`config.mk`:
```
export PLATFORM = sky130hd
export DESIGN_NAME = hack_screen_scanner
export DESIGN_NICKNAME = d
export VERILOG_FILES = /design/src/rtl/hack_screen_scanner.sv
export SDC_FILE = /design/constraint.sdc
export NUM_CORES = 1
export LEC_CHECK = 0
export BUFFER_PORTS_ARGS = -buffer_cell sky130_fd_sc_hd__clkbuf_2
export CAP_MARGIN = 0
export CORE_UTILIZATION = 50
export DETAILED_ROUTE_END_ITERATION = 8
export GPL_TIMING_DRIVEN = 0
export PLACE_DENSITY = 0.79
export SYNTH_ARGS = -nofsm -noshare
export SYNTH_HDL_FRONTEND = slang
export SYNTH_SLANG_ARGS = --single-unit
export TNS_END_PERCENT = 30
```
`constraint.sdc`:
```
create_clock -name clock -period 3.15 [get_ports clock]
set_input_delay 0.63 -clock clock [delete_from_list [all_inputs] [get_ports clock]]
set_output_delay 0.63 -clock clock [all_outputs]
set_load 0.01 [all_outputs]
```
`src/rtl/hack_screen_scanner.sv`:
```
// rtl/hack_screen_scanner.sv - raster scanner for the 512x256 Hack screen memory with VGA-style timing
module hack_screen_scanner #(
    parameter int H_FRONT = 16,
    parameter int H_SYNC  = 96,
    parameter int H_BACK  = 48,
    parameter int V_FRONT = 10,
    parameter int V_SYNC  = 2,
    parameter int V_BACK  = 33
) (
    input  logic        clock,
    input  logic        reset,
    output logic [12:0] scr_addr,
    output logic        scr_rd,
    input  logic [15:0] scr_data,
    output logic        pixel,
    output logic        de,
    output logic        hsync,
    output logic        vsync,
    output logic        frame_start
);
    localparam int H_TOTAL = 512 + H_FRONT + H_SYNC + H_BACK;
    localparam int V_TOTAL = 256 + V_FRONT + V_SYNC + V_BACK;
    localparam int XW = $clog2(H_TOTAL);
    localparam int YW = $clog2(V_TOTAL);

    localparam logic [XW-1:0] X_LAST = XW'(H_TOTAL - 1);
    localparam logic [XW-1:0] X_PRE  = XW'(H_TOTAL - 2);
    localparam logic [XW-1:0] X_ACT  = XW'(512);
    localparam logic [XW-1:0] X_FEND = XW'(496);
    localparam logic [XW-1:0] X_HS0  = XW'(512 + H_FRONT);
    localparam logic [XW-1:0] X_HS1  = XW'(512 + H_FRONT + H_SYNC);
    localparam logic [YW-1:0] Y_LAST = YW'(V_TOTAL - 1);
    localparam logic [YW-1:0] Y_ACT  = YW'(256);
    localparam logic [YW-1:0] Y_VS0  = YW'(256 + V_FRONT);
    localparam logic [YW-1:0] Y_VS1  = YW'(256 + V_FRONT + V_SYNC);

    logic [XW-1:0] x, nx;
    logic [YW-1:0] y, ny, next_row;
    logic          run;
    logic          rd_d;
    logic [15:0]   sh;
    logic          nde;
    logic          fetch;
    logic [12:0]   faddr;
    logic [4:0]    fword;

    // The first cycle after reset holds position so the row-0 fetch is issued there.
    always_comb begin
        nx = x;
        ny = y;
        if (run) begin
            if (x == X_LAST) begin
                nx = '0;
                ny = (y == Y_LAST) ? '0 : y + 1'b1;
            end else begin
                nx = x + 1'b1;
            end
        end
    end

    always_comb begin
        nde      = (nx < X_ACT) && (ny < Y_ACT);
        next_row = (ny == Y_LAST) ? '0 : ny + 1'b1;
        fword    = nx[8:4] + 5'd1;
        fetch    = 1'b0;
        faddr    = scr_addr;
        // Word 0 is fetched two cycles before the line starts, for the upcoming row.
        if (nx == X_PRE) begin
            if (next_row < Y_ACT) begin
                fetch = 1'b1;
                faddr = {next_row[7:0], 5'd0};
            end
        end else if ((nx[3:0] == 4'd14) && (nx < X_FEND) && (ny < Y_ACT)) begin
            fetch = 1'b1;
            faddr = {ny[7:0], fword};
        end
    end

    always_ff @(posedge clock) begin
        if (!reset) begin
            x           <= X_PRE;
            y           <= Y_LAST;
            run         <= 1'b0;
            rd_d        <= 1'b0;
            sh          <= '0;
            pixel       <= 1'b0;
            de          <= 1'b0;
            hsync       <= 1'b1;
            vsync       <= 1'b1;
            scr_rd      <= 1'b0;
            scr_addr    <= '0;
            frame_start <= 1'b0;
        end else begin
            x           <= nx;
            y           <= ny;
            run         <= 1'b1;
            de          <= nde;
            hsync       <= !((nx >= X_HS0) && (nx < X_HS1));
            vsync       <= !((ny >= Y_VS0) && (ny < Y_VS1));
            frame_start <= (nx == '0) && (ny == '0);
            scr_rd      <= fetch;
            scr_addr    <= faddr;
            rd_d        <= scr_rd;
            // Read data arrives the cycle after the strobe; its bit 0 is shown immediately.
            if (rd_d) begin
                sh    <= scr_data >> 1;
                pixel <= scr_data[0] & nde;
            end else begin
                sh    <= sh >> 1;
                pixel <= sh[0] & nde;
            end
        end
    end
endmodule

```
==> metrics.yaml, run 1 <==
fin_area_um2: 3470
power_frac_clock_pct: 28.7
die_w_um: 77.6
ctsHoldBuffers: 0
finalPower_mw: 1.61
hold_viol: 0
p_comb_share_pct: 25.0
status: "finished clean"
critPathKind: "flop to flop"
fp.dieH_um: 77.6
drt_wl_total_mm: 7.09
clockRootBuffer: "clkbuf_8"
cpPeakStageDelay_ns: 0.42
synthXorXnorAreaFrac_pct: 4.60
io_pins: 37
yosys-top-cells-count: "dfxtp_1 (55), nor2_1 (32), nand2_1 (22)"
die-area_um2: 6020
fmax_mhz: 323
grt.total_usage_pct: 23.3
cp.required_ns: 3.36
min_period_ns: 3.09
grt_pass1_wl_mm: 11.3
power_density_nw_per_um2: 465
skew_ns: 0.0114
slowest_stage: "or3b_4"
n_antenna_cell: 0
drive_above_1_share_pct: 25.5
rsz0062_at_grt: "true"
dp_hpwl_mm: 4.92
overflow: 0
synth_simple_gate_area_share_pct: 27.4
synth_top_area_share_pct: 38.5
dr.first_iter.drc_count: 253
hp-class: "flop to flop"
ys_ff_latch: 55
postPlaceCellArea_um2: 3130
worst_setup_path_end_kind: "flop"
route.detailed.drc: 0
clock_latency_ns: 0.32
worstMarginPinSlew_ns: 0.735
synth_compound_area_share_pct: 14.5
synth_nets: 349
drt_first_pass_iters: 5
area_delta_synth_final_pct: 21.5
ys_seq_area_share_pct: 38.5
worst-endpoint-arrival_ns: 3.30
htree_num_levels: 2
fin_cells: 444
dp.cells: 430
power_leakage_nw: 1.38
cts_sinks: 55
synth_flop_cell: "dfxtp_1"
cts_tree: "done"
syn_inst: 322
peakVddDrop_mv: 0.415
worst_setup_path_start_kind: "flop"
finalWeightedCongestion: 0.887
cap_violations: 0
numCtsBuffers: 5
rows: 27
fp.coreArea_um2: 5510
synth_adder_area_share_pct: 4.29
synthDistinctLibCells: 60
synth_most_common_cell: "dfxtp_1"
synth.area.mux_share_pct: 6.30
power.internal_mw: 1.13
synthTopCellsByArea: "dfxtp_1 (39%), mux2i_1 (6.3%), nor2_1 (4.2%)"
grt_max_degree: 16
first_global_vias: 2458
start_util_pct: 51.9
crit_chain: "ha_4 > and2_4 > nand3_1 > xor2_2 > inv_2 > ha_2 > inv_1 > or3b_4 > nor4b_4 > a211o_1 > a21oi_4 > buf_4 > a22o_1"
clkTransAtPathRegs_ns: 0.10
nets: 399
synth-edff-count: 0
antenna_left: 0
yosysWarnings: 0
synth.avg_cell_area_um2: 8.87
setup_viol: 0
p_sw_mw: 0.487
antenna_found_initial: 0
routed_via_density: 5.97
crit_path_max_fanout: 10
maxSlewViolCount: 0
synth_top_area_cell: "dfxtp_1"
slew_headroom_pct: 49.6
post_drt_wl_per_cell_um: 16.0
clock_path_buffers: 2
p_seq_share_pct: 46.3
synthArstFlopShare_pct: 0
portBuffers: 36
synth_top_family_by_area: "simple AND/OR/NAND/NOR gates"
nFillCells: 441
vias: 2651
syn_area_um2: 2860
fin_crit_sh_pct: 98.2
p_sw_share_pct: 30.2
[critical path, delay by kind of cell (launching register included)]
kind	cells	cell delay, ns
xor gates and xnor gates	1	0.23
buffers and inverters	3	0.36
and+or+nand+nor	4	1.03
AOI/OAI and AO/OA	3	0.53
DFF	1	0.41
adders and majority gates	2	0.42
[flip-flops by register name (all words and copies together) (netlist names), 9 cells and up]
| name | flops |
|---|---|
| sh | 15 |
| scr_addr | 13 |
| x | 10 |
| y | 9 |
[area by class of cell]
| cell class | instances | area (um2) | area share (%) |
|---|---|---|---|
| Inverter | 10 | 37.5 | 1.08 |
| Sequential cell | 55 | 1110 | 32.1 |
| Clock buffer | 6 | 72.6 | 2.09 |
| Timing Repair Buffer | 43 | 233 | 6.70 |
| Clock inverter | 1 | 30.0 | 0.865 |
| Tap cell | 72 | 90.1 | 2.59 |
| Buffer | 17 | 93.8 | 2.70 |
| Multi-Input combinational cell | 240 | 1800 | 51.9 |
[repair_timing]
action                                  CTS  global route
gates resized for setup                  16            26
pin swaps                                 5             8
setup buffers                             4             3
endpoints found under the setup margin   14            11
[logic make-up after synthesis]
logic type,after synthesis
flops,55
xor+xnor,15
simple gates,137
compound gates,60
mux,18
fa+ha+maj,10
buf+inv,27
[final timing paths]
kind	from	to	slack (ns)	depth (start not counted)
min reg2reg	scr_rd$_SDFF_PN0_	rd_d$_SDFF_PN0_	0.47	1
max reg2reg	x[1]$_SDFF_PN1_	scr_addr[2]$_SDFFE_PN0P_	0.06	13
min	scr_rd$_SDFF_PN0_	rd_d$_SDFF_PN0_	0.47	1
max	x[1]$_SDFF_PN1_	scr_addr[2]$_SDFFE_PN0P_	0.06	13
[routing by layer]
metal	up-vias	share of wire (%)	track usage (%)	wire, um
met2	124	49	41.0	3480
met5	-	0	0	0
met3	9	6.1	4.00	433
li1	1268	-	-	-
met4	0	1.8	7.17	128
met1	1250	43	28.9	3050
[power by group through the flow]
stage / logic [mW] / clock network [mW] / registers [mW]
floorplan: 0.247 / 0 / 0.761
global placement: 0.321 / 0 / 0.762
detailed placement: 0.329 / 0 / 0.763
CTS: 0.361 / 0.467 / 0.747
global route: 0.433 / 0.491 / 0.752
finish: 0.403 / 0.463 / 0.748
[through the flow]
stage	TNS, ns	setup slack, ns	utilization (%)	hold slack (ns)
2_1_floorplan	0	0.0387	-	0.437
6_report	0	0.0564	63.1	0.469
3_5_place_dp	-6.74	-0.571	56.9	0.451
3_3_place_gp	-5.72	-0.486	56.9	0.448
5_1_grt	-0.324	-0.0644	63.1	0.502
4_1_cts	0	0.00211	60.5	0.474
[placed cells by master, fill, tap and decap left out, drive strengths merged, types with 2 or more instances in the layout]
cell type,Yosys,routed
xor2,9,9
xnor2,6,6
nor3b,2,2
mux2i,18,18
nand4bb,2,2
o31ai,2,2
a21oi,13,13
a22o,11,11
and3,4,4
nor2,32,32
o22ai,3,3
a31o,2,2
and2,8,8
or2,5,5
nor4b,2,2
clkbuf,9,51
nand3,16,16
a32o,2,2
buf,8,15
ha,9,9
or3,3,3
inv,9,9
o21ai,15,15
nand3b,3,3
nand4b,2,2
nand2,23,23
a21o,3,3
dfxtp,55,55
and4,2,2
nand2b,2,2
nor3,7,7
nand4,13,13
nor4,5,5
Power figures use the tool's default switching activity.
==> inputs of run 2 (changes only) <==
--- a/config.mk
+++ b/config.mk
@@ -11,6 +11,8 @@
 export DETAILED_ROUTE_END_ITERATION = 8
 export GPL_TIMING_DRIVEN = 0
 export PLACE_DENSITY = 0.79
+export REMOVE_ABC_BUFFERS = 1
+export SLEW_MARGIN = 20
 export SYNTH_ARGS = -nofsm -noshare
 export SYNTH_HDL_FRONTEND = slang
 export SYNTH_SLANG_ARGS = --single-unit
==> run 2 against run 1 <==
Sequential share of layout area grew 0.76 points. Clock skew down 0.0015 ns. Routed wire length down 0.48%. Critical path depth decreased by 1. Worst setup slack got worse by 0.00051 ns. Global-route usage is 0.66 points lower. Final cell count shrank 2.3%. Highest routed layer unchanged. Combinational power fell by 6.0%. Critical endpoint is now scr_addr[5]$_SDFFE_PN0P_. Hold slack better by 0.0020 ns. First-iteration DRC count is 0.79% lower. Sequential power is 3.5% higher. Largest power group unchanged. Sequential cell count unchanged.
==> metrics.yaml, run 2 (same netlist as run 1, synthesis figures left out) <==
power_leakage_nw: 1.35
drive_above_1_share_pct: 27.1
timing.rr.start: "x[4]$_SDFF_PN1_"
clkTransAtPathRegs_ns: 0.11
whs_endpoint: "sh[0]$_SDFF_PN0_"
numCtsBuffers: 5
overflow: 0
drt_wl_total_mm: 7.06
worst_setup_path_start_kind: "flop"
post_drt_wl_per_cell_um: 16.3
postPlaceCellArea_um2: 3040
htree_num_levels: 2
hp-class: "flop to flop"
cp.required_ns: 3.36
grt.total_usage_pct: 22.7
routed_via_density: 6.09
worst-endpoint-arrival_ns: 3.31
ctsHoldBuffers: 0
crit_path_max_fanout: 7
cap_violations: 0
critPathKind: "flop to flop"
clock_path_buffers: 2
layout_common_cells: "dfxtp_1 (46), clkbuf_2 (36), nor2_1 (32)"
layout_setup_ws_ns: 0.0559
min_period_ns: 3.09
io_pins: 37
regArea_um2: 1120
worstHoldStart: "sh[1]$_SDFF_PN0_"
fp.coreArea_um2: 5510
hold_viol: 0
vias: 2644
fmax_mhz: 323
status: "finished clean"
cts_sinks: 55
nets: 388
power_density_nw_per_um2: 457
final_common_cell: "dfxtp_1"
r2r_cells: 12
dp_hpwl_mm: 4.58
portBuffers: 36
die-area_um2: 6020
drt_first_pass_iters: 5
reg_top3: "sh: 15 flops, scr_addr: 13 flops, x: 10 flops"
setup_viol: 0
rows: 27
final_util_pct: 62.1
r2r_slack_ns: 0.06
area_delta_synth_final_pct: 19.6
reg2reg_to: "scr_addr[5]$_SDFFE_PN0P_"
peakVddDrop_mv: 0.333
fin_area_um2: 3420
nFillCells: 457
worstMarginPinSlew_ns: 0.873
antenna_left: 0
route.detailed.drc: 0
pre_cts_slack_ns: -0.712
multi_input_area_um2: 1790
cts_tree: "done"
clock_latency_ns: 0.31
antenna_found_initial: 0
fp.dieH_um: 77.6
maxSlewViolCount: 0
largest_reg_flops: 15
skew_ns: 0.00990
worstHoldPathCells: 2
dr.first_iter.drc_count: 251
first_global_vias: 2344
die_w_um: 77.6
clockRootBuffer: "clkbuf_8"
n_antenna_cell: 0
fin_crit_sh_pct: 98.2
start_util_pct: 51.9
grt_max_degree: 28
grt_pass1_wl_mm: 11.0
worst_setup_path_end_kind: "flop"
regMostFlops: "sh"
finalWeightedCongestion: 0.845
slew_headroom_pct: 41.7
-- run 2: cell count changes in the layout (fill, tap and decap cells not counted), sizes merged --
cell,previous run,this run
clkinv,1,3
bufinv,1,0
clkbuf,51,41
buf,15,13
clkinvlp,0,1
-- run 2: routing by layer --
metal | track usage (%) | wire length, um | up-vias | share of wire [%]
li1 | - | - | 1246 | -
met5 | 0 | 0 | - | 0
met3 | 3.41 | 394 | 23 | 5.6
met2 | 36.3 | 3330 | 104 | 47
met4 | 8.49 | 186 | 0 | 2.6
met1 | 30.7 | 3150 | 1271 | 45
-- run 2: worst max-delay path: stages, from the launching register on --
cell      delay (ns)
dfxtp_2         0.45
nand4b_1        0.24
nor3_4          0.28
a21oi_2         0.10
inv_1           0.17
ha_4            0.18
inv_1           0.05
or3b_4          0.43
nor3_4          0.31
a211o_1         0.29
a21oi_4         0.09
buf_6           0.17
a22o_1          0.23
-- run 2: cell type report --
type	instances	share of cell area (%)
flip-flops and latches	55	32.8
clock buffers	5	2.01
multi-input cells	240	52.3
inverters	10	1.10
well taps	72	2.64
clock inverters	3	0.732
repair buffers	49	8.35
-- run 2: timing repair --
| item | 4_1_cts | 5_1_grt |
|---|---|---|
| setup buffers | 5 | 8 |
| pin swaps | 4 | 6 |
| gates resized for setup | 17 | 27 |
| setup endpoints to repair | 14 | 13 |
-- run 2: per-stage QoR --
step           total power, mW  std cells  setup TNS [ns]  hold slack, ns
2_1_floorplan            0.990        305         -0.0627           0.437
3_3_place_gp              1.06        413           -8.22           0.446
3_5_place_dp              1.07        413           -8.98           0.455
4_1_cts                   1.50        426               0           0.475
5_1_grt                   1.62        434          -0.571           0.497
6_report                  1.56        434               0           0.471
-- run 2: worst max path at each step --
stage,from,to,slack [ns]
6_report,x[4]$_SDFF_PN1_,scr_addr[5]$_SDFFE_PN0P_,0.06
5_1_grt,x[4]$_SDFF_PN1_,scr_addr[5]$_SDFFE_PN0P_,-0.07
3_3_place_gp,x[0]$_SDFF_PN0_,scr_addr[10]$_SDFFE_PN0P_,-0.67
3_5_place_dp,x[0]$_SDFF_PN0_,scr_addr[10]$_SDFFE_PN0P_,-0.71
2_1_floorplan,x[0]$_SDFF_PN0_,scr_addr[10]$_SDFFE_PN0P_,-0.06
4_1_cts,x[2]$_SDFF_PN1_,scr_addr[5]$_SDFFE_PN0P_,0.005
-- run 2: where the power goes --
| group | leakage, nW | total, mW | internal, mW | switching [mW] |
|---|---|---|---|---|
| clock | 0.0443 | 0.410 | 0.160 | 0.250 |
| sequential | 0.447 | 0.774 | 0.728 | 0.0460 |
| combinational | 0.860 | 0.379 | 0.169 | 0.210 |
| total | 1.35 | 1.56 | 1.06 | 0.506 |
==> inputs of run 3 (changes only) <==
--- a/config.mk
+++ b/config.mk
@@ -10,7 +10,7 @@
 export CORE_UTILIZATION = 50
 export DETAILED_ROUTE_END_ITERATION = 8
 export GPL_TIMING_DRIVEN = 0
-export PLACE_DENSITY = 0.79
+export PLACE_DENSITY_LB_ADDON = 0.15
 export REMOVE_ABC_BUFFERS = 1
 export SLEW_MARGIN = 20
 export SYNTH_ARGS = -nofsm -noshare
==> constraint.sdc (replaced) <==
create_clock -name clock -period 3.15 [get_ports clock]
set_input_delay 0.63 -clock clock [delete_from_list [all_inputs] [get_ports clock]]
set_output_delay 0.63 -clock clock [all_outputs]
set_load 0.05 [all_outputs]
==> run 3 against run 2 <==
Hold slack gained 0.00094 ns. Clock power fell by 1%. Routed wire length shrank 5.9%. First-iteration DRC count decreased by 12%. Critical path depth is 1 lower. Die area is the same. Maximum frequency rose by 1.7%. Clock skew fell by 0.0033 ns. Combinational power barely moved.
==> metrics.yaml, run 3 (same netlist as run 1, synthesis figures left out) <==
clock_latency_ns: 0.31
area_delta_synth_final_pct: 18.2
clkTransAtPathRegs_ns: 0.10
post_drt_wl_per_cell_um: 15.4
cp.required_ns: 3.35
die_w_um: 77.6
rsz0062_at_grt: "false"
start_util_pct: 51.9
drt_first_pass_iters: 6
power_density_nw_per_um2: 459
worstHoldStart: "sh[2]$_SDFF_PN0_"
first_global_vias: 2235
cpPeakStageDelay_ns: 0.59
final_common_cell: "dfxtp_1"
clock_path_buffers: 2
clockRootBuffer: "clkbuf_8"
drt_wl_total_mm: 6.64
die-area_um2: 6020
rows: 27
hp-class: "flop to flop"
crit_chain: "ha_4 > nand2_2 > or4_4 > nor3_1 > a21oi_1 > inv_1 > ha_4 > nand4b_4 > a211o_1 > and3_2 > a22o_1"
fin_crit_sh_pct: 96.5
nets: 385
timing.rr.start: "x[1]$_SDFF_PN1_"
htree_num_levels: 2
antenna_found_initial: 0
reg_top3: "sh: 15 flops, scr_addr: 13 flops, x: 10 flops"
critPathKind: "flop to flop"
setup_viol: 0
io_pins: 37
dr.first_iter.drc_count: 221
worst-endpoint-arrival_ns: 3.24
cts_tree: "done"
route.detailed.drc: 0
largest_reg_flops: 15
overflow: 0
grt.total_usage_pct: 22.8
skew_ns: 0.00662
worstMarginPinSlew_ns: 0.840
portBuffers: 36
nFillCells: 480
fp.dieH_um: 77.6
grt_max_degree: 28
n_antenna_cell: 0
regMostFlops: "sh"
worst_setup_path_start_kind: "flop"
power_leakage_nw: 1.33
peakVddDrop_mv: 0.300
drive_above_1_share_pct: 25.9
maxSlewViolCount: 0
numCtsBuffers: 5
cts_sinks: 55
holdWs_ns: 0.472
routed_via_density: 5.72
grt_pass1_wl_mm: 10.9
dp_hpwl_mm: 4.47
vias: 2464
status: "finished clean"
min_period_ns: 3.04
ctsHoldBuffers: 0
fmax_mhz: 329
finalWeightedCongestion: 0.881
crit_start: "x[1]$_SDFF_PN1_"
fp.coreArea_um2: 5510
hold_viol: 0
crit_path_max_fanout: 8
dp.cells: 413
worst_setup_path_end_kind: "flop"
slowest_stage: "or4_4"
slew_headroom_pct: 43.7
cp_common_cell: "ha_4"
antenna_left: 0
fin_cells: 431
cap_violations: 0
layout_common_cells: "dfxtp_1 (46), clkbuf_2 (36), nor2_1 (32)"
==> run 3: through the flow <==
step	setup WS, ns	cell area [um2]	power [mW]	setup TNS, ns	utilization [%]
after floorplan	-0.0627	2770	1.01	-0.0627	-
after global placement	-0.745	3040	1.09	-9.04	55.2
after detailed placement	-0.770	3040	1.09	-9.37	55.2
after CTS	0.00762	3260	1.54	0	59.2
after global routing	0.00142	3380	1.63	0	61.3
final	0.109	3380	1.55	0	61.3
==> run 3: worst paths after layout <==
path / depth (start not counted) / slack, ns / endpoint
worst max-delay path: 11 / 0.11 / scr_addr[9]$_SDFFE_PN0P_
worst min-delay path: 2 / 0.47 / sh[1]$_SDFF_PN0_
worst min register to register: 2 / 0.47 / sh[1]$_SDFF_PN0_
worst max register to register: 11 / 0.11 / scr_addr[9]$_SDFFE_PN0P_
==> run 3: repair_timing <==
item | in CTS | in global routing
resized for setup | 17 | 21
hold endpoints to repair | 0 | 0
buffers inserted | 6 | 4
endpoints found under the setup margin | 14 | 13
pin swaps | 5 | 5
==> run 3: worst max-delay path, delay by kind of cell (launching register included) <==
kind / cells / cell delay (ns)
simple gates: 5 / 1.31
compound gates: 3 / 0.69
flops: 1 / 0.40
fa+ha+maj: 2 / 0.37
buf+inv: 1 / 0.15
==> run 3: final cells by class <==
cell class / instances / area [um2] / area share, %
well taps: 72 / 90.1 / 2.67
multi-input cells: 240 / 1770 / 52.4
inverters: 10 / 37.5 / 1.11
clock buffers: 5 / 68.8 / 2.04
flip-flops and latches: 55 / 1120 / 33.1
clock inverters: 3 / 23.8 / 0.704
repair buffers: 46 / 268 / 7.93
==> run 3: report_power, final <==
| group | internal [mW] | switching (mW) |
|---|---|---|
| clock | 0.160 | 0.244 |
| combinational | 0.158 | 0.219 |
| sequential | 0.728 | 0.0430 |
==> run 3: routing by layer <==
metal / part of all wire (%) / up-vias / track usage (%)
met5: 0 / - / 0
met4: 1.1 / 0 / 6.79
met3: 6.1 / 8 / 5.53
met2: 45 / 68 / 35.0
met1: 47 / 1157 / 31.3
li1: - / 1231 / -
